**config.mk**
```make
export PLATFORM = sky130hd
export DESIGN_NAME = alu_operand_loader
export DESIGN_NICKNAME = d
export VERILOG_FILES = /design/src/rtl/alu_pkg.sv /design/src/rtl/btn_debouncer.sv /design/src/rtl/alu_operand_loader.sv
export SDC_FILE = /design/constraint.sdc
export NUM_CORES = 1
export LEC_CHECK = 0
export ABC_CLOCK_PERIOD_IN_PS = 5820
export BUFFER_PORTS_ARGS = -buffer_cell sky130_fd_sc_hd__clkbuf_2
export CORE_MARGIN = 1
export CORE_UTILIZATION = 61
export CTS_CLUSTER_SIZE = 25
export DETAILED_ROUTE_END_ITERATION = 8
export GPL_ROUTABILITY_DRIVEN = 1
export PLACE_DENSITY = 0.81
export SLEW_MARGIN = 20
export SYNTH_ARGS = -nofsm -noshare
export SYNTH_HDL_FRONTEND = slang
export SYNTH_SLANG_ARGS = --single-unit
export TNS_END_PERCENT = 5
```
**constraint.sdc**
```tcl
create_clock -name clk -period 5.82 [get_ports clk]
set_input_delay 0.582 -clock clk [delete_from_list [all_inputs] [get_ports clk]]
set_output_delay 0.582 -clock clk [all_outputs]
set_load 0.01 [all_outputs]
```
**src/rtl/alu_pkg.sv**
```systemverilog
// Shared ALU definitions: opcode values, operand-loader FSM states and the
// opcode legality check used by the operand loader.
package alu_pkg;

    localparam logic [5:0] OP_ADD = 6'b100000;
    localparam logic [5:0] OP_SUB = 6'b100010;
    localparam logic [5:0] OP_AND = 6'b100100;
    localparam logic [5:0] OP_OR  = 6'b100101;
    localparam logic [5:0] OP_XOR = 6'b100110;
    localparam logic [5:0] OP_SRA = 6'b000011;
    localparam logic [5:0] OP_SRL = 6'b000010;
    localparam logic [5:0] OP_NOR = 6'b100111;

    typedef enum logic [1:0] {
        ST_WAIT_A  = 2'b00,
        ST_WAIT_B  = 2'b01,
        ST_WAIT_OP = 2'b10,
        ST_READY   = 2'b11
    } state_t;

    function automatic logic is_legal_op(input logic [5:0] op);
        logic legal;
        legal = 1'b0;
        case (op)
            OP_ADD, OP_SUB, OP_AND, OP_OR,
            OP_XOR, OP_SRA, OP_SRL, OP_NOR: legal = 1'b1;
            default:                        legal = 1'b0;
        endcase
        return legal;
    endfunction

endpackage

```
**src/rtl/btn_debouncer.sv**
```systemverilog
// One push-button front end: two-flop synchronizer, stable-count debouncer and
// rising-edge detector. o_level is the debounced level, o_pulse is high for
// exactly one cycle per debounced press.
module btn_debouncer #(
    parameter int DEBOUNCE_CYCLES = 1000000
) (
    input  logic clk,
    input  logic i_reset,
    input  logic i_btn,
    output logic o_level,
    output logic o_pulse
);

    localparam int CNT_W = (DEBOUNCE_CYCLES > 2) ? $clog2(DEBOUNCE_CYCLES) : 1;
    localparam logic [CNT_W-1:0] CNT_MAX = CNT_W'(DEBOUNCE_CYCLES - 1);

    logic             sync_p0;
    logic             sync_p1;
    logic             db;
    logic             db_prev;
    logic [CNT_W-1:0] cnt;

    // Synchronize the raw button and only move the debounced level after
    // DEBOUNCE_CYCLES consecutive cycles of disagreement.
    always_ff @(posedge clk) begin
        if (i_reset) begin
            sync_p0 <= 1'b0;
            sync_p1 <= 1'b0;
            db      <= 1'b0;
            db_prev <= 1'b0;
            cnt     <= '0;
        end else begin
            sync_p0 <= i_btn;
            sync_p1 <= sync_p0;
            db_prev <= db;
            if (sync_p1 == db) begin
                cnt <= '0;
            end else if (cnt == CNT_MAX) begin
                db  <= sync_p1;
                cnt <= '0;
            end else begin
                cnt <= cnt + 1'b1;
            end
        end
    end

    assign o_level = db;
    assign o_pulse = db & ~db_prev;

endmodule

```
**src/rtl/alu_operand_loader.sv**
```systemverilog
// Loads ALU operand A, operand B and the opcode from the switch bus in strict
// order, one debounced button press each. Illegal opcodes are rejected with a
// one-cycle error pulse; o_valid marks a complete operand set.
module alu_operand_loader
    import alu_pkg::*;
#(
    parameter int DATA_WIDTH      = 4,
    parameter int OP_WIDTH        = 6,
    parameter int SW_WIDTH        = 8,
    parameter int DEBOUNCE_CYCLES = 1000000
) (
    input  logic                  clk,
    input  logic                  i_reset,
    input  logic [SW_WIDTH-1:0]   i_sw,
    input  logic [2:0]            i_btn,
    output logic [DATA_WIDTH-1:0] o_datoA,
    output logic [DATA_WIDTH-1:0] o_datoB,
    output logic [OP_WIDTH-1:0]   o_operation,
    output logic                  o_valid,
    output logic                  o_err,
    output logic [1:0]            o_state
);

    logic [SW_WIDTH-1:0] sw_p0;
    logic [SW_WIDTH-1:0] sw_p1;
    logic [2:0]          btn_lvl;
    logic [2:0]          btn_pulse;
    logic [2:0]          press;

    state_t state;
    state_t state_nxt;
    logic   load_a;
    logic   load_b;
    logic   load_op;
    logic   err_nxt;

    for (genvar i = 0; i < 3; i++) begin : g_btn
        btn_debouncer #(
            .DEBOUNCE_CYCLES(DEBOUNCE_CYCLES)
        ) u_db (
            .clk    (clk),
            .i_reset(i_reset),
            .i_btn  (i_btn[i]),
            .o_level(btn_lvl[i]),
            .o_pulse(btn_pulse[i])
        );
    end

    // A pulse is only ever raised while the debounced level is high.
    assign press = btn_pulse & btn_lvl;

    // Two-flop synchronizer for the switch bus; every capture uses sw_p1.
    always_ff @(posedge clk) begin
        if (i_reset) begin
            sw_p0 <= '0;
            sw_p1 <= '0;
        end else begin
            sw_p0 <= i_sw;
            sw_p1 <= sw_p0;
        end
    end

    // Next-state and load decisions; only the press expected in the current
    // state acts, any other simultaneous press is dropped.
    always_comb begin
        state_nxt = state;
        load_a    = 1'b0;
        load_b    = 1'b0;
        load_op   = 1'b0;
        err_nxt   = 1'b0;
        case (state)
            ST_WAIT_A: begin
                if (press[0]) begin
                    load_a    = 1'b1;
                    state_nxt = ST_WAIT_B;
                end
            end
            ST_WAIT_B: begin
                if (press[1]) begin
                    load_b    = 1'b1;
                    state_nxt = ST_WAIT_OP;
                end
            end
            ST_WAIT_OP: begin
                if (press[2]) begin
                    if (is_legal_op(sw_p1[OP_WIDTH-1:0])) begin
                        load_op   = 1'b1;
                        state_nxt = ST_READY;
                    end else begin
                        err_nxt = 1'b1;
                    end
                end
            end
            ST_READY: begin
                if (press[0]) begin
                    load_a    = 1'b1;
                    state_nxt = ST_WAIT_B;
                end
            end
            default: state_nxt = ST_WAIT_A;
        endcase
    end

    // State register and registered outputs; B and the opcode keep their
    // previous values when a new A starts the next operand set.
    always_ff @(posedge clk) begin
        if (i_reset) begin
            state       <= ST_WAIT_A;
            o_datoA     <= '0;
            o_datoB     <= '0;
            o_operation <= OP_WIDTH'(OP_ADD);
            o_valid     <= 1'b0;
            o_err       <= 1'b0;
        end else begin
            state   <= state_nxt;
            o_valid <= (state_nxt == ST_READY);
            o_err   <= err_nxt;
            if (load_a) begin
                o_datoA <= sw_p1[DATA_WIDTH-1:0];
            end
            if (load_b) begin
                o_datoB <= sw_p1[DATA_WIDTH-1:0];
            end
            if (load_op) begin
                o_operation <= sw_p1[OP_WIDTH-1:0];
            end
        end
    end

    assign o_state = state;

endmodule
```
# Yosys cells after proc, flatten, opt, wreduce, memory -nomap -nowiden
# Index checks and enable logic that the tools add are counted.
dict set report op_classes {
  n_addsub 3
  n_eq_ne 18
  n_mux 16
  n_bitwise 12
  reduce_logical 10
}
# op count
set op_table {}
lappend op_table {{$add 20x1->20 const B} 3}
lappend op_table {{$eq 20x20->1 const B} 3}
lappend op_table {{$eq 6x6->1 const B} 6}
lappend op_table {{$eq 6x2->1 const B} 2}
lappend op_table {{$reduce_or 3->1} 4}
lappend op_table {{$mux 1} 11}
lappend op_table {{$mux 2} 4}
lappend op_table {{$not 1->1} 8}
lappend op_table {{$reduce_or 8->1} 1}
lappend op_table {{$eq 2x2->1 const B} 3}
lappend op_table {{$pmux 2 s3} 1}
lappend op_table {{$reduce_and 2->1} 3}
lappend op_table {{$and 1x1->1} 3}
lappend op_table {{$and 3x3->3} 1}
lappend op_table {{$eq 1x1->1} 3}
lappend op_table {{$eq 2x1->1 const B} 1}
lappend op_table {{$logic_not 2->1} 1}
lappend op_table {{$reduce_or 2->1} 1}
dict set report totals {
  ff_bits 102
  in_bits 13
  out_inout_bits 18
  elab_cells 82
}

# Depth between registers and ports, before layout
dict set report logic_depth {
  word_depth 9
  ltp_mapped 6
  mapped_depth_nobuf 6
}

# Cells and area by module
# A second synthesis with hierarchy kept.
dict set report hier_totals {
  cells_unflattened 449
  hier_area_um2 4202.8
}
# module n_inst cells_per_inst area_per_inst_um2 seq_area_each_um2
set modules_own_cells {}
lappend modules_own_cells {btn_debouncer 3 116 1048.5 480.5}
lappend modules_own_cells {alu_operand_loader 1 101 1057.3 600.6}

# Least setup slack after synthesis
# Ideal clock, no wire load.
dict set report synth_path {
  path_kind {flip-flop to flip-flop}
  start {reg g_btn[2].u_db.cnt[15]}
  end {reg g_btn[2].u_db.cnt[11]}
  t_arrival_ns 1.795
  t_required_ns 5.704
  setup_slack_ns 3.909
  path_stages_with_launch 6
  synth_period_minus_slack_ns 1.911
  cell_sequence {dfxtp_1 > or4_1 > or4_4 > o21ai_4 > buf_6 > nor2_1}
}
dict set report synth_between {
  elab_chain_cells 2
}
# element line_no
set synth_lines {}
lappend synth_lines {{start: declaration} btn_debouncer.sv:21} ;# logic [CNT_W-1:0] cnt;
lappend synth_lines {{start signal: assignment} btn_debouncer.sv:42} ;# cnt <= cnt + 1'b1;
lappend synth_lines {{$eq 20x20->1} btn_debouncer.sv:38} ;# end else if (cnt == CNT_MAX) begin
lappend synth_lines {{$reduce_or 3->1 (no source line)} --}
# Every way passes these cells.
# A chain may end at the register's enable or synchronous reset.

# Worst setup path after layout
dict set report layout_path {
  start {reg g_btn[2].u_db.cnt[13]}
  end {reg g_btn[2].u_db.cnt[11]}
}
# Same word-level chain as after synthesis.

==> impl_results.html <==
<table>
<tr><th>Metric</th><th>Value</th></tr>
<tr><th colspan="2">Hold path</th></tr>
<tr><td>Hold-critical path endpoint</td><td>sw_p0[3]</td></tr>
<tr><td>Min-Delay Path Class</td><td>in2reg</td></tr>
<tr><td>Startpoint of the lowest-slack hold path</td><td>i_sw[3]</td></tr>
<tr><td>Worst Hold Depth</td><td>2</td></tr>
<tr><th colspan="2">Synth</th></tr>
<tr><td>Prevailing post-synth register cell</td><td>dfxtp_1</td></tr>
<tr><td>Synth cell count leaders</td><td>102 x dfxtp_1, 54 x nor2_1, 24 x nor2b_1, 24 x xor2_1, 23 x a21oi_1</td></tr>
<tr><td>Async S/R FF share, synth</td><td>0</td></tr>
<tr><td>Synthesized netlist cell count</td><td>439</td></tr>
<tr><td>Number of synthesized register bits</td><td>102</td></tr>
<tr><td>Ranking of synthesized cells by area</td><td>dfxtp_1 49%, xor2_1 5.1%, nor2_1 4.9%, nor2b_1 3.6%, nand4_1 3.2%</td></tr>
<tr><td>Nets in the synthesized netlist</td><td>458</td></tr>
<tr><td>Portion of netlist area occupied by mux cells</td><td>0.0267</td></tr>
<tr><td>Post-Synth Simple-Gate Area</td><td>0.266</td></tr>
<tr><td>Synthesized area per cell</td><td>9.41 sq um</td></tr>
<tr><td>Fraction of the mapped netlist area in adder cells</td><td>0.0182</td></tr>
<tr><td>Area fraction of the dominant cell type after synthesis</td><td>0.494</td></tr>
<tr><td>Count of synthesis-stage warnings from yosys</td><td>0</td></tr>
<tr><td>Cell accounting for the most synthesized area</td><td>dfxtp_1</td></tr>
<tr><td>Total standard cell area after synthesis</td><td>4130 sq um</td></tr>
<tr><td>Post-Synth XOR/XNOR Area</td><td>0.0763</td></tr>
<tr><td>Dominant cell by count in the synthesized netlist</td><td>dfxtp_1</td></tr>
<tr><td>Number of enable flip-flop cells after synthesis</td><td>0</td></tr>
<tr><td>Synth Area in Compound Gates</td><td>0.0875</td></tr>
<tr><td>Number of distinct standard cells referenced by the synthesized netlist</td><td>40</td></tr>
<tr><td>Dominant combinational cell family by area after synthesis</td><td>simple AND/OR/NAND/NOR gates</td></tr>
<tr><td>Sequential area share after synthesis</td><td>0.494</td></tr>
<tr><th colspan="2">STA</th></tr>
<tr><td>Total count of max-transition violations in the final report</td><td>0</td></tr>
<tr><td>Maximum clock skew at final layout</td><td>0.0123 ns</td></tr>
<tr><td>Share of the clock period used by the worst path</td><td>0.362</td></tr>
<tr><td>Setup repair after global routing missed its margin</td><td>no</td></tr>
<tr><td>Fin. Hold Viols</td><td>0</td></tr>
<tr><td>Actual transition at the worst max-transition pin</td><td>0.849 ns</td></tr>
<tr><td>Final setup fails</td><td>0</td></tr>
<tr><td>TNS Setup</td><td>0 ns</td></tr>
<tr><td>Worst hold slack</td><td>0.430 ns</td></tr>
<tr><td>Final critical path time including I/O delays and setup</td><td>2.10 ns</td></tr>
<tr><td>Fmax</td><td>475 MHz</td></tr>
<tr><td>Slew headroom</td><td>0.434</td></tr>
<tr><th colspan="2">Final layout</th></tr>
<tr><td>Post-layout nets</td><td>483</td></tr>
<tr><td>Area growth, synth to finish</td><td>8.75%</td></tr>
<tr><td>Layout cell share with drive strength beyond 1</td><td>0.109</td></tr>
<tr><td>Diode insertion count for antenna repair</td><td>0</td></tr>
<tr><td>Number of inserted filler cells in the final layout</td><td>516</td></tr>
<tr><td>Final instance count without filler cells</td><td>546</td></tr>
<tr><th colspan="2">Setup path</th></tr>
<tr><td>Cell type group with the largest total delay on the critical path</td><td>simple AND/OR/NAND/NOR gates</td></tr>
<tr><td>CP Cell Sequence</td><td>or4_1, or4_4, o21ai_4, nor2_1</td></tr>
<tr><td>Register-to-Register Setup Slack</td><td>3.72 ns</td></tr>
<tr><td>Data arrival time of the worst path</td><td>2.34 ns</td></tr>
<tr><td>WS Path Type</td><td>reg2reg</td></tr>
<tr><td>Critical Path RT</td><td>6.05 ns</td></tr>
<tr><td>Crit end category</td><td>flop</td></tr>
<tr><td>Launching element type of the critical path</td><td>flop</td></tr>
<tr><td>Critical path buffer and inverter count</td><td>0</td></tr>
<tr><td>Startpoint of the lowest-slack register-to-register path</td><td>g_btn[2].u_db.cnt[13]</td></tr>
<tr><td>Endpoint of the worst register-to-register path</td><td>g_btn[2].u_db.cnt[11]</td></tr>
<tr><td>Maximum cell stage delay along the critical path</td><td>0.56 ns</td></tr>
<tr><td>Worst path slowest cell</td><td>or4_4</td></tr>
<tr><td>Maximum fanout count along the critical path</td><td>19</td></tr>
<tr><td>Number of cells on the worst reg-to-reg path</td><td>4</td></tr>
<tr><th colspan="2">Clock tree</th></tr>
<tr><td>Post-CTS Setup Repair Bufs</td><td>0</td></tr>
<tr><td>Worst-path clk slew</td><td>0.09 ns</td></tr>
<tr><td>Number of sinks handled by clock tree synthesis</td><td>102</td></tr>
<tr><td># H-tree levels</td><td>3</td></tr>
<tr><td>Clock latency on the worst-skew pair</td><td>0.36 ns</td></tr>
<tr><td>Hold bufs inserted after CTS</td><td>0</td></tr>
<tr><td>Number of CTS-inserted buffers</td><td>9</td></tr>
<tr><td>Clock tree from TritonCTS</td><td>done</td></tr>
<tr><td>Cells resized by post-CTS repair</td><td>0</td></tr>
<tr><td>Maximum buffer depth of the clock tree</td><td>2</td></tr>
<tr><td>Clock tree root buffer cell</td><td>clkbuf_8</td></tr>
<tr><th colspan="2">Route</th></tr>
<tr><td>Routed wire length</td><td>7.35 mm</td></tr>
<tr><td>Per-cell via count in the routed design</td><td>5.68</td></tr>
<tr><td>Via count</td><td>3,104</td></tr>
<tr><td>Violation count after the first detailed-route iteration</td><td>128</td></tr>
<tr><td>Routed Antenna Nets</td><td>0</td></tr>
<tr><td>Mean routed wirelength per cell</td><td>13.5 um</td></tr>
<tr><td>Residual DRC</td><td>9</td></tr>
<tr><td>Detailed-routing iteration count for the pre-antenna-repair pass</td><td>6</td></tr>
<tr><th colspan="2">Flow run</th></tr>
<tr><td>Max capacitance violation total</td><td>0</td></tr>
<tr><th colspan="2">Power and ir drop</th></tr>
<tr><td>VDD IR-drop max</td><td>0.000134 V</td></tr>
<tr><td>Leakage</td><td>1.59 nW</td></tr>
<tr><td>PwrDens</td><td>258 nW/um^2</td></tr>
<tr><th colspan="2">Place</th></tr>
<tr><td>Count of placed standard cells including taps</td><td>530</td></tr>
<tr><td>Final weighted congestion in routability-driven placement</td><td>0.758</td></tr>
<tr><td>Detail Placement HPWL</td><td>5.00 mm</td></tr>
<tr><td>Port buffer count</td><td>28</td></tr>
<tr><th colspan="2">GRT</th></tr>
<tr><td>Global-route wire length before repair</td><td>13.0 mm</td></tr>
<tr><td>Number of antenna violations at the first check in global routing</td><td>0</td></tr>
<tr><td>Largest net degree at the start of global routing</td><td>46</td></tr>
<tr><td>Total congestion overflow</td><td>0</td></tr>
<tr><td>Global-route usage over all layers</td><td>0.227</td></tr>
<tr><td>Number of global-route vias before repair</td><td>3,006</td></tr>
<tr><th colspan="2">Die</th></tr>
<tr><td>Die outline area</td><td>7110 sq um</td></tr>
<tr><td>Starting density of the core</td><td>0.640</td></tr>
<tr><td>Cell Rows</td><td>29</td></tr>
<tr><td>Die span in x</td><td>84.3 um</td></tr>
<tr><td>Die Height</td><td>84.3 um</td></tr>
<tr><td>Core region area</td><td>6460 sq um</td></tr>
<tr><td>Top-Level Pins</td><td>31</td></tr>
<tr><th colspan="2">Outcome</th></tr>
<tr><td>Outcome</td><td>complete, but fails checks</td></tr>
<tr><td>Violations in the final reports</td><td>DRC</td></tr>
</table>
## how the worst max path moves through the flow
stage | startpoint | end | depth (start not counted)
5_1_grt | g_btn[2].u_db.cnt[13] | g_btn[2].u_db.cnt[11] | 4
4_1_cts | g_btn[2].u_db.cnt[13] | g_btn[2].u_db.cnt[4] | 4
3_5_place_dp | g_btn[2].u_db.cnt[13] | g_btn[2].u_db.cnt[4] | 4
2_1_floorplan | g_btn[2].u_db.cnt[15] | g_btn[2].u_db.cnt[11] | 5
6_report | g_btn[2].u_db.cnt[13] | g_btn[2].u_db.cnt[11] | 4
3_3_place_gp | g_btn[2].u_db.cnt[15] | g_btn[2].u_db.cnt[3] | 4
## where the power goes
part / switching (mW) / internal [mW]
Clock: 0.230 / 0.193
Sequential: 0.00442 / 0.705
Combinational: 0.0155 / 0.0110
## worst register-to-register path: stages, from the launching register on
cell and delay (ns):
dfxtp_1 0.36, or4_1 0.51, or4_4 0.56, o21ai_4 0.43, nor2_1 0.11
## kinds of logic (layout without fill, tap and decap cells)
| kind of cell | after synthesis | in the layout |
|---|---|---|
| buffers and inverters | 29 | 59 |
| adder cells (fa/ha/maj) | 6 | 6 |
| AND/OR/NAND/NOR | 196 | 196 |
| multiplexers | 11 | 11 |
| flip-flops | 102 | 102 |
| AO/OA/AOI/OAI | 59 | 59 |
| XOR/XNOR | 36 | 36 |
## state kept, by name, summed over array words and instances, names as in the netlist
signal,count
g_btn.u_db.sync_p0,3
o_datoB,4
g_btn.u_db.sync_p1,3
sw_p0,6
o_operation,6
g_btn.u_db.o_level,3
o_err,1
g_btn.u_db.db_prev,3
sw_p1,6
g_btn.u_db.cnt,60
o_valid,1
o_state,2
o_datoA,4
## area by class of cell
cell class,count,area (sq um),share of cell area
Clock inverter,3,25.0,0.00557
Sequential cell,102,2040,0.454
Timing Repair Buffer,29,148,0.0329
Inverter,14,52.6,0.0117
Tap cell,77,96.3,0.0214
Multi-Input combinational cell,308,1960,0.436
Clock buffer,13,169,0.0376
## cells in the final DEF (no fill, tap or decap), types with 12 or more instances in the layout
| cell | Yosys | final |
|---|---|---|
| nand3_1 | 18 | 18 |
| a21oi_1 | 23 | 23 |
| clkbuf_8 | 0 | 12 |
| or3_1 | 17 | 17 |
| xnor2_1 | 12 | 12 |
| nor2_1 | 54 | 54 |
| dfxtp_1 | 102 | 102 |
| nand4_1 | 21 | 21 |
| nor2b_1 | 24 | 24 |
| clkbuf_2 | 0 | 28 |
| nand2_1 | 13 | 13 |
| o21ai_0 | 18 | 18 |
| inv_1 | 14 | 14 |
| xor2_1 | 24 | 24 |
## per-stage QoR
stage / utilization / area (sq um) / power [mW] / worst slack (ns)
global route: 0.696 / 4490 / 1.20 / 3.61
global placement: 0.666 / 4300 / 0.751 / 3.76
finish: 0.696 / 4490 / 1.16 / 3.72
floorplan: - / 4130 / 0.744 / 3.91
detailed placement: 0.666 / 4300 / 0.752 / 3.70
CTS: 0.696 / 4490 / 1.17 / 3.69
## layer usage
metal | vias to the layer above | part of all wire | global-route usage
met1 | 1464 | 0.46 | 0.268
li1 | 1575 | - | -
met3 | 18 | 0.032 | 0.0610
met2 | 47 | 0.49 | 0.391
met4 | 0 | 0.020 | 0.0987
met5 | - | 0 | 0
No activity file was read; power rests on OpenSTA's default activity.
